$ cat src/rtl/z_step_out.sv
// Z-axis driver output stage: source select, step-edge to timed driver pulse, position tracking.
// Define ZSTEP_SOFTLIM_EN to drop requests that would move past POS_MIN/POS_MAX.
module z_step_out #(
  parameter int PULSE_W   = 100,
  parameter int LOW_W     = 100,
  parameter int DIR_SETUP = 250,
  parameter int POS_W     = 16,
  parameter int POS_MIN   = -16000,
  parameter int POS_MAX   = 16000
) (
  input  logic                    clk,
  input  logic                    rst_n,
  input  logic                    src_jog,
  input  logic                    jog_step,
  input  logic                    jog_dir,
  input  logic                    plt_step,
  input  logic                    plt_dir,
  input  logic                    zero,
  input  logic                    clr,
  output logic                    step_out,
  output logic                    dir_out,
  output logic                    busy,
  output logic signed [POS_W-1:0] pos,
  output logic                    overrun,
  output logic                    lim_hit
);

  localparam int CNT_MAX_A = (PULSE_W > LOW_W) ? PULSE_W : LOW_W;
  localparam int CNT_MAX   = (CNT_MAX_A > DIR_SETUP) ? CNT_MAX_A : DIR_SETUP;
  localparam int CNT_W     = $clog2(CNT_MAX + 1);

`ifdef ZSTEP_SOFTLIM_EN
  localparam bit LIM_EN = 1'b1;
`else
  localparam bit LIM_EN = 1'b0;
`endif

  localparam logic signed [POS_W-1:0] PMIN = POS_W'(POS_MIN);
  localparam logic signed [POS_W-1:0] PMAX = POS_W'(POS_MAX);

  typedef enum logic [1:0] {S_IDLE, S_SETUP, S_PULSE, S_LOW} state_t;

  typedef struct packed {
    logic vld;
    logic dir;
  } pend_t;

  state_t           state;
  logic [CNT_W-1:0] cnt;
  logic             prev;
  logic             src_q;
  logic             cur_dir;
  pend_t            pend;

  logic sel_step, sel_dir, src_chg, req;
  logic lim_up, lim_dn, req_blk, req_ok;
  logic pend_ok, pend_blk;
  logic go, go_dir;
  logic pos_upd;
  logic signed [POS_W-1:0] pos_delta;

  assign busy     = (state != S_IDLE);
  assign sel_step = src_jog ? jog_step : plt_step;
  assign sel_dir  = src_jog ? jog_dir  : plt_dir;
  // On a source switch prev still holds the old source's level, so edge detect is masked.
  assign src_chg  = src_jog ^ src_q;
  assign req      = sel_step & ~prev & ~src_chg;

  assign lim_up   = LIM_EN & (pos >= PMAX);
  assign lim_dn   = LIM_EN & (pos <= PMIN);
  assign req_blk  = req & (sel_dir ? lim_up : lim_dn);
  assign req_ok   = req & ~req_blk;
  assign pend_ok  = pend.vld & ~src_chg;
  assign pend_blk = pend.dir ? lim_up : lim_dn;

  // In IDLE the pending entry is older than a fresh request, so it goes first.
  assign go     = pend_ok ? ~pend_blk : req_ok;
  assign go_dir = pend_ok ? pend.dir  : sel_dir;

  assign pos_upd   = (state == S_PULSE) && (cnt == '0);
  assign pos_delta = cur_dir ? {{(POS_W-1){1'b0}}, 1'b1} : {POS_W{1'b1}};

  always_ff @(posedge clk or negedge rst_n) begin
    if (!rst_n) begin
      prev  <= 1'b0;
      src_q <= 1'b0;
    end else begin
      prev  <= sel_step;
      src_q <= src_jog;
    end
  end

  always_ff @(posedge clk or negedge rst_n) begin
    if (!rst_n) begin
      pend    <= '0;
      overrun <= 1'b0;
      lim_hit <= 1'b0;
    end else begin
      if (src_chg)
        pend <= '0;
      else if (!busy && pend.vld)
        pend <= '{vld: req_ok, dir: sel_dir};
      else if (busy && req_ok && !pend.vld)
        pend <= '{vld: 1'b1, dir: sel_dir};

      if (busy && req_ok && pend.vld)
        overrun <= 1'b1;
      else if (clr)
        overrun <= 1'b0;

      lim_hit <= req_blk | (~busy & pend_ok & pend_blk);
    end
  end

  always_ff @(posedge clk or negedge rst_n) begin
    if (!rst_n) begin
      state    <= S_IDLE;
      cnt      <= '0;
      cur_dir  <= 1'b0;
      step_out <= 1'b0;
      dir_out  <= 1'b0;
    end else begin
      case (state)
        S_IDLE: begin
          if (go) begin
            cur_dir <= go_dir;
            if (go_dir != dir_out) begin
              dir_out <= go_dir;
              cnt     <= CNT_W'(DIR_SETUP - 1);
              state   <= S_SETUP;
            end else begin
              step_out <= 1'b1;
              cnt      <= CNT_W'(PULSE_W - 1);
              state    <= S_PULSE;
            end
          end
        end
        S_SETUP: begin
          if (cnt == '0) begin
            step_out <= 1'b1;
            cnt      <= CNT_W'(PULSE_W - 1);
            state    <= S_PULSE;
          end else begin
            cnt <= cnt - 1'b1;
          end
        end
        S_PULSE: begin
          if (cnt == '0) begin
            step_out <= 1'b0;
            cnt      <= CNT_W'(LOW_W - 1);
            state    <= S_LOW;
          end else begin
            cnt <= cnt - 1'b1;
          end
        end
        S_LOW: begin
          if (cnt == '0)
            state <= S_IDLE;
          else
            cnt <= cnt - 1'b1;
        end
        default: state <= S_IDLE;
      endcase
    end
  end

  // zero has priority over a landing step update.
  always_ff @(posedge clk or negedge rst_n) begin
    if (!rst_n)
      pos <= '0;
    else if (zero)
      pos <= '0;
    else if (pos_upd)
      pos <= pos + pos_delta;
  end

endmodule
$ cat config.mk
export PLATFORM = sky130hd
export DESIGN_NAME = z_step_out
export DESIGN_NICKNAME = d
export VERILOG_FILES = /design/src/rtl/z_step_out.sv
export SDC_FILE = /design/constraint.sdc
export NUM_CORES = 1
export LEC_CHECK = 0
export ABC_AREA = 1
export CAP_MARGIN = 20
export CELL_PAD_IN_SITES_DETAIL_PLACEMENT = 1
export CELL_PAD_IN_SITES_GLOBAL_PLACEMENT = 1
export CORE_MARGIN = 5
export CORE_UTILIZATION = 35
export CTS_BUF_LIST = sky130_fd_sc_hd__clkbuf_8
export DETAILED_ROUTE_END_ITERATION = 8
export PLACE_DENSITY_LB_ADDON = 0.1
export SLEW_MARGIN = 20
export SYNTH_ARGS = -nofsm -noshare
export SYNTH_HDL_FRONTEND = slang
export SYNTH_SLANG_ARGS = --single-unit
$ cat constraint.sdc
create_clock -name clk -period 6.16 [get_ports clk]
set_clock_uncertainty 0.05 [all_clocks]
set_input_delay 1.54 -clock clk [delete_from_list [all_inputs] [get_ports clk]]
set_output_delay 1.54 -clock clk [all_outputs]
set_load 0.01 [all_outputs]
== Word-level counts from Yosys, hierarchy flattened ==
Index checks and enable logic that the tools add are counted.
Widths: inputs -> output; s select.
Word-level totals
  register bits: 34
  input port bits: 9
  output and inout port bits: 21
  logic and storage cells: 77
Operators by class
  add/sub/neg operators: 2
  eq/ne operators: 10
  muxes and demuxes: 28
  bitwise logic cells: 6
  reduce and logical (&&, ||, !) cells: 20
Operator list (count)
  $mux 16: 3
  $mux 8: 4
  $pmux 8 s3: 1
  $add 16x16->16: 1
  $mux 2: 8
  $mux 1: 10
  $ne 2x2->1 const B: 5
  $logic_not 8->1: 1
  $pmux 2 s4: 1
  $sub 8x1->8 const B: 1
  $reduce_bool 2->1: 3
  $reduce_bool 3->1: 2
  $logic_and 1x1->1: 5
  $reduce_and 5->1: 1
  $eq 2x2->1 const B: 2
  $reduce_and 2->1: 2
  $reduce_and 4->1: 1
  $and 1x1->1: 3
  $pmux 1 s3: 1
  $reduce_and 3->1: 1
  $eq 2x1->1 const B: 1
  $logic_not 1->1: 2
  $logic_not 2->1: 1
  $ne 2x1->1 const B: 1
  other kinds (4): 5

== Depth between registers and ports, before layout ==
  depth after elaboration: 8
  mapped depth: 11
  gate-level depth less buffers: 11

== Worst setup path after synthesis ==
No wires, ideal clock.
  path kind: input port to flip-flop
  start: in plt_dir
  end: reg cnt[7]
  library setup time: 117 ps
  arrival: 2277 ps
  required time: 5993 ps
  path slack: 3716 ps
  stages: 9
  path buffers: 0
  path through: inv_1 -> o21ai_0 -> inv_1 -> nand2_1 -> nand3_1 -> nand2_1 -> nand2_2 -> nand3_1 -> nand2_1
On the way
  cells in the longest elaborated chain, start to end: 6
RTL lines
  start, declared: RTL line 17  | input logic plt_dir,
  $mux 1: RTL line 64  | assign sel_dir = src_jog ? jog_dir : plt_dir;
  $mux 1: RTL line 78  | assign go_dir = pend_ok ? pend.dir : sel_dir;
  $ne 1x1->1: RTL line 127  | if (go_dir != dir_out) begin
  $mux 8: RTL line 127
  $mux 8: RTL line 125  | if (go) begin
  $pmux 8 s3: RTL line 123  | case (state)
  end signal, assigned: RTL line 129  | cnt <= CNT_W'(DIR_SETUP - 1);
  end signal, assigned: RTL line 133  | cnt <= CNT_W'(PULSE_W - 1);
  end signal, assigned: RTL line 141  | cnt <= CNT_W'(PULSE_W - 1);
  end, declared: RTL line 49  | logic [CNT_W-1:0] cnt;
Every way passes these cells. The select of a mux whose other input is x is not followed.
A chain may end at the register's enable or synchronous reset.

== Worst setup path in the final report ==
  start: reg state[0]
  end: out busy
On the way
  cells in the longest elaborated chain, start to end: 1
RTL lines
  start, declared: RTL line 48  | state_t state;
  start signal, assigned: RTL line 117  | state <= S_IDLE;
  start signal, assigned: RTL line 130  | state <= S_SETUP;
  start signal, assigned: RTL line 134  | state <= S_PULSE;
  $reduce_bool 2->1: RTL line 62  | assign busy = (state != S_IDLE);
  end, declared: RTL line 22  | output logic busy,
Every way passes these cells.

==> summary.md <==
| Metric | Value |
|---|---|
| Final estimated routing congestion in global placement | between 0.7 and 0.8 |
| Synth Warn # | 0 |
| Met3 Wirelength | approximately 190 µm |
| Distinct cell type count after synthesis | 33 |
| Number of remaining DRC errors | 0 |
| Area post-placement | roughly 3100 µm² |
| M1 WL | 3290 µm |
| Routed vias | 2,568 |
| Setup slack, reg-to-reg | roughly 3800 ps |
| WHS Endpoint | step_out$_DFFE_PN0P_ |
| Hold WC Path Type | register to register |
| Sequential area share after synthesis | 30.7% |
| Max VDD drop | ~240 µV |
| Final Total Pwr | 1.29 mW |
| Fillers | 1,030 |
| Resized cells post-CTS | 0 |
| Leakage | 1.78 nW |
| Vias in the first global route | around 2,800 |
| Setup bufs post-CTS | 0 |
| Worst stage delay on the critical path | 550 ps |
| Cells on Worst Hold Path | 2 |
| Core Area | a little under 8000 µm² |
| DIE HEIGHT | 98.9 µm |
| Storage element area | roughly 850 µm² |
| Clock sink count | 34 |
| Slew headroom | 44.2% |
| Final Cell Area | between 3000 and 4000 µm² |
| Run status | completed |
| # Max-Cap Violations | 0 |
| RSZ-0062 raised after global routing | no |
| DP HPWL | around 5600 µm |
| Maximum clock insertion buffer count | 2 |
| Area of the multi-input gates | 1630 µm² |
| Synth Cell Area | approximately 2800 µm² |
| Hold Vio Cnt, Final | 0 |
| Crit Path Max Fanout | 4 |
| Cells along the critical path | inv_1, ha_1, inv_1, clkdlybuf4s50_1 |
| FF+latch count, synth | 34 |
| Fmax | approximately 0.30 GHz |
| Worst path most repeated cell | inv_1 |
| Wire per inst | approximately 13 µm |
| Largest net degree at the start of global routing | 35 |
| H-tree depth | 2 |
| Slew Viols, Final | 0 |
| First-pass GRT wire length | roughly 13,000 µm |
| CTS buffer count | 5 |
| Worst-case reg-to-reg path depth | 9 |
| All-Layer GR Usage | between 10% and 20% |
| Root buf cell | clkbuf_8 |
| Most common cell after layout, fill and taps aside | nand2_1 |
| Worst-Skew Late Latency | around 300 ps |
| Pre-antenna DRT Iters | 4 |
| Uppermost layer routed | met4 |
| FF-to-FF End | pos[7]$_DFFE_PN0P_ |
| Initial Utilization | a little over a third |
| Overflow after GRT | 0 |
| Setup crit start kind | register |
| I/O pins | 30 |
| Reg-to-Reg Start | cur_dir$_DFFE_PN0N_ |
| Worst-Margin Slew | between 800 and 900 ps |
| Worst path arrival time | roughly 1800 ps |
| Number of antenna violations at the first check in global routing | 0 |
| Clock transition at path regs | 70 ps |
| WP data required | 4570 ps |
| Cell count after synthesis | 411 |
| # port buffers | 28 |
| Antenna Violating Nets Remaining | 0 |
| Mean Syn Cell Area | 6.73 µm² |
| Commonest non-fill, non-tap cells in the layout | nand2_1, inv_1, nand3_1, dfrtp_1, clkdlybuf4s50_1 |
| Final wirelength | ~7200 µm |
| Diodes inserted | 0 |
| Worst min-delay path startpoint | step_out$_DFFE_PN0P_ |
| Layout Nets | ~470 |
| Power per cell area | 402 nW/µm² |
| Crit end category | primary output |
| Worst setup path class | register to primary output |
| Met2 wire len | approximately 3700 µm |
| Die ar. | slightly below 10,000 µm² |
| Final period utilization | 54.2% |
| Crit path time final | approximately 3300 ps |
| Endpoints failing setup | 0 |
| Synth Net Count | roughly 440 |
| Standard-cell row count | 32 |
| Via-per-instance ratio | between 4 and 5 |
| Slowest cell on crit path | clkdlybuf4s50_1 |
| Area growth syn-to-layout | 16.3% |
| Layout cell share with drive strength beyond 1 | approximately 7.7% |
| TritonCTS clock tree | yes |
| DR iter-0 viols | between 50 and 60 |
| Setup_tns | 0 ps |
| Count of hold-fix buffers inserted at cts | 0 |
| Die width | approximately 99 µm |
[cell usage after synthesis]
cell	count	share of area (%)
inv_4	1	0.23
nor2_4	1	0.41
nor2_8	1	0.72
xnor2_1	2	0.63
nand3_4	1	0.63
nor2_1	22	3.0
nand3_2	1	0.36
nor2_2	2	0.45
o21ai_2	3	0.95
clkinv_1	1	0.14
nand3_1	34	6.1
or2_2	1	0.23
nor3_1	3	0.54
conb_1	1	0.14
a21oi_1	11	2.0
buf_4	1	0.27
inv_1	63	8.5
nand2_1	154	21
nand4_1	1	0.23
nand2_2	7	1.6
nand2_4	4	1.6
nand3b_1	5	1.4
o21ai_0	21	3.8
inv_2	3	0.41
ha_1	21	9.5
xor2_1	4	1.3
buf_6	2	0.81
o31ai_1	2	0.54
a22o_1	1	0.32
dfrtp_1	34	31
o21ai_4	1	0.59
o21a_1	1	0.27
fa_1	1	0.72
[metal layers]
layer	global-route usage, %	vias to the layer above
li1	-	1346
met1	19.7	1188
met5	0	-
met4	3.89	0
met2	29.2	24
met3	2.83	10
[power breakdown]
group	total, mW	switching [mW]	internal [mW]
Sequential	0.335	0.0547	0.280
Clock	0.171	0.0945	0.0762
Combinational	0.787	0.508	0.279
Total	1.29	0.657	0.636
[critical path, delay by kind of cell, from the launching register on]
| family | cells | cell delay (ps) |
|---|---|---|
| buffers and inverters | 3 | 760 |
| flip-flops | 1 | 420 |
| adder cells (fa/ha/maj) | 1 | 270 |
[how the worst max path moves through the flow]
stage,slack (ps),start,cells after the start,end
2_1_floorplan,3720,plt_dir,9,cnt[7]$_DFFE_PN0P_
3_3_place_gp,3050,src_jog,9,cnt[7]$_DFFE_PN0P_
3_5_place_dp,3010,src_jog,10,cnt[4]$_DFFE_PN0P_
4_1_cts,2800,state[0]$_DFFE_PN0P_,4,busy
5_1_grt,2700,state[0]$_DFFE_PN0P_,4,busy
6_report,2820,state[0]$_DFFE_PN0P_,4,busy
[state kept, by name (all words and copies together), names as in the netlist]
signal / cells
step_out: 1
overrun: 1
pos: 16
state: 2
dir_out: 1
cur_dir: 1
cnt: 8
pend: 2
prev: 1
src_q: 1
[stage by stage]
step	instances	hold WS (ps)	setup slack (ps)	util [%]
floorplan	411	419	3720	-
global placement	538	410	3050	40.6
detailed placement	538	418	3010	40.6
CTS	545	439	2800	41.7
global route	545	478	2700	41.7
finish	545	427	2820	41.7
[area by class of cell]
class	count	share of cell area [%]
Clock buffer	5	2.14
Inverter	68	8.01
Timing Repair Buffer	28	8.55
Multi-Input combinational cell	306	50.6
Tap cell	102	3.96
Clock inverter	2	0.311
Sequential cell	34	26.4
[logic make-up after synthesis]
family,count (synthesis),synth area share [%]
buffers and inverters,71,10.4
AND/OR/NAND/NOR,237,38.2
adder cells (fa/ha/maj),22,10.2
flip-flops,34,30.7
AO/OA/AOI/OAI,40,8.45
other,1,0.135
XOR/XNOR,6,1.90
(Power assumes the default switching activity.)
==> RTL change 1, RTL diff (same settings) <==
The output `lim_hit` loses its register stage (`lim_hit` becomes a continuous assignment).
--- a/src/rtl/z_step_out.sv
+++ b/src/rtl/z_step_out.sv
@@ -94,7 +94,6 @@
     if (!rst_n) begin
       pend    <= '0;
       overrun <= 1'b0;
-      lim_hit <= 1'b0;
     end else begin
       if (src_chg)
         pend <= '0;
@@ -108,9 +107,10 @@
       else if (clr)
         overrun <= 1'b0;
 
-      lim_hit <= req_blk | (~busy & pend_ok & pend_blk);
     end
   end
+
+  assign lim_hit = req_blk | (~busy & pend_ok & pend_blk);
 
   always_ff @(posedge clk or negedge rst_n) begin
     if (!rst_n) begin
Function: kept (equiv_simple and equiv_induct, registers matched by name and starting in step).
==> RTL change 1 against the original RTL <==
  * Count of clock-buffer cells in the layout unchanged
  * Routed wire length down 2.8%
  * Synthesized cell count down 0.73%
  * Total power down 3.7%
  * Combinational power down 4.2%
  * Cell area down 0.47%
  * Final cell count down 0.37%
  * Sequential share of layout area up 0.12 points
  * Synthesized area down 0.72%
  * Sequential cell count unchanged
  * Non-clock buffer count unchanged
  * Global-route usage down 0.78 points
  * Worst setup slack better by 0.048 ns
  * Critical path type unchanged
  * Largest cell class unchanged
==> RTL change 1: results (changes against the original RTL) <==
| Metric | Value |
|---|---|
| Hpwl dp | `5.66 mm (was 5.61 mm)` |
| Share of post-route cells with drive strength above 1 | `6.35% (was 7.67%)` |
| Pint | `0.623 mW (was 0.636 mW)` |
| Final WL | `7.02 mm (was 7.23 mm)` |
| FILL cells | `1034 (was 1030)` |
| WP data arrival | `1.70 ns (was 1.75 ns)` |
| Met1 usage | `19.8% (was 19.7%)` |
| Fmax | `304 MHz (was 299 MHz)` |
| Met1 Routed Length | `3.26 mm (was 3.29 mm)` |
| RR Endpoint | `pos[15]$_DFFE_PN0P_ (was pos[7]$_DFFE_PN0P_)` |
| Yosys cell types | `36 (was 33)` |
| Met2 wire length | `3.55 mm (was 3.67 mm)` |
| Global-route wire length before repair | `12.3 mm (was 13.0 mm)` |
| Combinational power | `0.754 mW (was 0.787 mW)` |
| Total GRT Usage | `15.3% (was 16.1%)` |
| Via count | `2565 (was 2568)` |
| Wire per inst | `12.9 µm (was 13.3 µm)` |
| Status | `complete, no violations (unchanged)` |
| Most instantiated cells after synthesis | `nand2_1 (158), inv_1 (59), dfrtp_1 (34) (was nand2_1 (154), inv_1 (63), dfrtp_1 (34), nand3_1 (34), nor2_1 (22))` |
| Largest cells by area after synthesis | `dfrtp_1 (31%), nand2_1 (22%), ha_1 (9.6%) (was dfrtp_1 (31%), nand2_1 (21%), ha_1 (9.5%))` |
| Final nets | `472 (was 474)` |
| Area after DPL | `3130 µm² (was 3140 µm²)` |
| GRT met2 Usage | `26.8% (was 29.2%)` |
| Clk pwr share | `12.7% (was 13.2%)` |
| Static leakage | `1.76 nW (was 1.78 nW)` |
## RTL change 1: cell types whose count changed after synthesis, sizes merged, moves of 2 or more
cell and change:
a21oi +3, inv -5, nand3 -5, nand3b +2, o21ai -2
## RTL change 1: cell families (layout without fill, tap and decap cells)
logic type | after synthesis | in the layout | share of synthesized area (%)
simple gates | 237 | 237 | 37.9
buf+inv | 66 | 99 | 10.1
compound gates | 42 | 42 | 8.70
flops | 34 | 34 | 31.0
fa+ha+maj | 22 | 22 | 10.3
xor+xnor | 6 | 6 | 1.91
other cells | 1 | 1 | 0.136
## RTL change 1: layout make-up
| cell class | instances | area, µm² | share of cell area (%) |
|---|---|---|---|
| clock buffers | 5 | 68.8 | 2.15 |
| repair buffers | 28 | 275 | 8.59 |
| multi-input cells | 308 | 1620 | 50.6 |
| inverters | 64 | 254 | 7.93 |
| clock inverters | 2 | 7.51 | 0.234 |
| flip-flops and latches | 34 | 851 | 26.6 |
| well taps | 102 | 128 | 3.98 |
==> RTL change 2, RTL diff (same flow settings) <==
Without the edit above. The option `ZSTEP_SOFTLIM_EN` is turned on by a define.
--- a/src/rtl/z_step_out.sv
+++ b/src/rtl/z_step_out.sv
@@ -1,5 +1,7 @@
 // Z-axis driver output stage: source select, step-edge to timed driver pulse, position tracking.
 // Define ZSTEP_SOFTLIM_EN to drop requests that would move past POS_MIN/POS_MAX.
+`define ZSTEP_SOFTLIM_EN
+
 module z_step_out #(
   parameter int PULSE_W   = 100,
   parameter int LOW_W     = 100,
Behaviour: same outputs for any inputs over 10 cycles, from zero or initial values and one cycle with rst_n low; that may be too few to reach the edited logic, so the function may still have changed.
==> RTL change 2 against the original RTL <==
  * Cell area shrank 2.8%
  * Clock power grew 31%
  * Routed wire length increased by 6.3%
  * Total power down 7.3%
  * Sequential cell count grew 1
  * Synthesized area is 5.6% lower
  * Combinational power down 19%
  * Die area fell by 5.0%
  * Fmax is 2.1% lower
  * Synthesized cell count is 8.0% lower
  * Register-to-register slack lost 0.26 ns
  * Worst setup slack got worse by 0.073 ns
==> RTL change 2: results (changes against the original RTL) <==
| Metric | Value |
|---|---|
| Syn nets | `408 (was 442)` |
| Post-Synth XOR/XNOR Area | `3.30% (was 1.90%)` |
| CP max stage delay | `0.58 ns (was 0.55 ns)` |
| Hpwl dp | `6.00 mm (was 5.61 mm)` |
| Final hold slack | `0.425 ns (was 0.427 ns)` |
| Syn avg cell area | `6.91 µm² (was 6.73 µm²)` |
| Share of post-route cells with drive strength above 1 | `3.62% (was 7.67%)` |
| Via count | `2582 (was 2568)` |
| RR Endpoint | `pos[14]$_DFFE_PN0P_ (was pos[7]$_DFFE_PN0P_)` |
| Met3 WL | `186 µm (was 185 µm)` |
| Pin count of the biggest net entering global routing | `36 (was 35)` |
| Status | `complete, no violations (unchanged)` |
| Worst VDD drop | `0.000172 V (was 0.000235 V)` |
| Slew @ Worst Pin | `0.868 ns (was 0.837 ns)` |
| Most instantiated cells after synthesis | `nand2_1 (105), inv_1 (46), nor2_1 (38) (was nand2_1 (154), inv_1 (63), dfrtp_1 (34), nand3_1 (34), nor2_1 (22))` |
| Vias in the first global route | `2685 (was 2795)` |
| PortBufs | `29 (was 28)` |
| Static leakage | `1.57 nW (was 1.78 nW)` |
| Total GRT Usage | `18.2% (was 16.1%)` |
| Global-route wire length before repair | `13.0 mm (about the same)` |
| Sequential cell area fraction in the yosys report | `33.5% (was 30.7%)` |
| Largest cells by area after synthesis | `dfrtp_1 (34%), nand2_1 (15%), ha_1 (9.6%) (was dfrtp_1 (31%), nand2_1 (21%), ha_1 (9.5%))` |
| Initial drt markers | `63 (was 51)` |
| R2R setup slack | `3.53 ns (was 3.79 ns)` |
| Met2 wire length | `3.48 mm (was 3.67 mm)` |
| WP data arrival | `1.82 ns (was 1.75 ns)` |
| R2r startpoint | `cur_dir$_DFFE_PN0P_ (was cur_dir$_DFFE_PN0N_)` |
| Final nets | `443 (was 474)` |
| Finished Layout Cells | `513 (was 545)` |
| Synth Area in Compound Gates | `15.8% (was 8.45%)` |
| Met1 usage | `24.6% (was 19.7%)` |
| GR Layer Usage met3 | `3.18% (was 2.83%)` |
| Met1 Routed Length | `3.96 mm (was 3.29 mm)` |
-- RTL change 2: cell types whose count changed in the layout (fill, tap and decap cells not counted), moves of 4 or more --
| cell | delta |
|---|---|
| nand2_1 | -49 |
| a21oi_1 | +15 |
| nor2_1 | +16 |
| o22ai_1 | +6 |
| o21ai_0 | +9 |
| inv_1 | -17 |
| o21bai_1 | +4 |
| nand3b_1 | -4 |
| nand2_2 | -5 |
| nand2_4 | -4 |
-- RTL change 2: where the power goes --
group	switching (mW)	leakage [nW]	internal [mW]
Clock	0.0932	0.0612	0.131
Sequential	0.0573	0.461	0.281
Combinational	0.407	1.05	0.229
-- RTL change 2: layout make-up --
| class | instances | area, µm² |
|---|---|---|
| fill | 931 | 4130 |
| multi-input combinational | 294 | 1550 |
| sequential | 35 | 876 |
| timing repair buffer | 29 | 285 |
| inverter | 48 | 180 |
| tap | 99 | 124 |
| clock buffer | 6 | 82.6 |
| clock inverter | 2 | 35.0 |
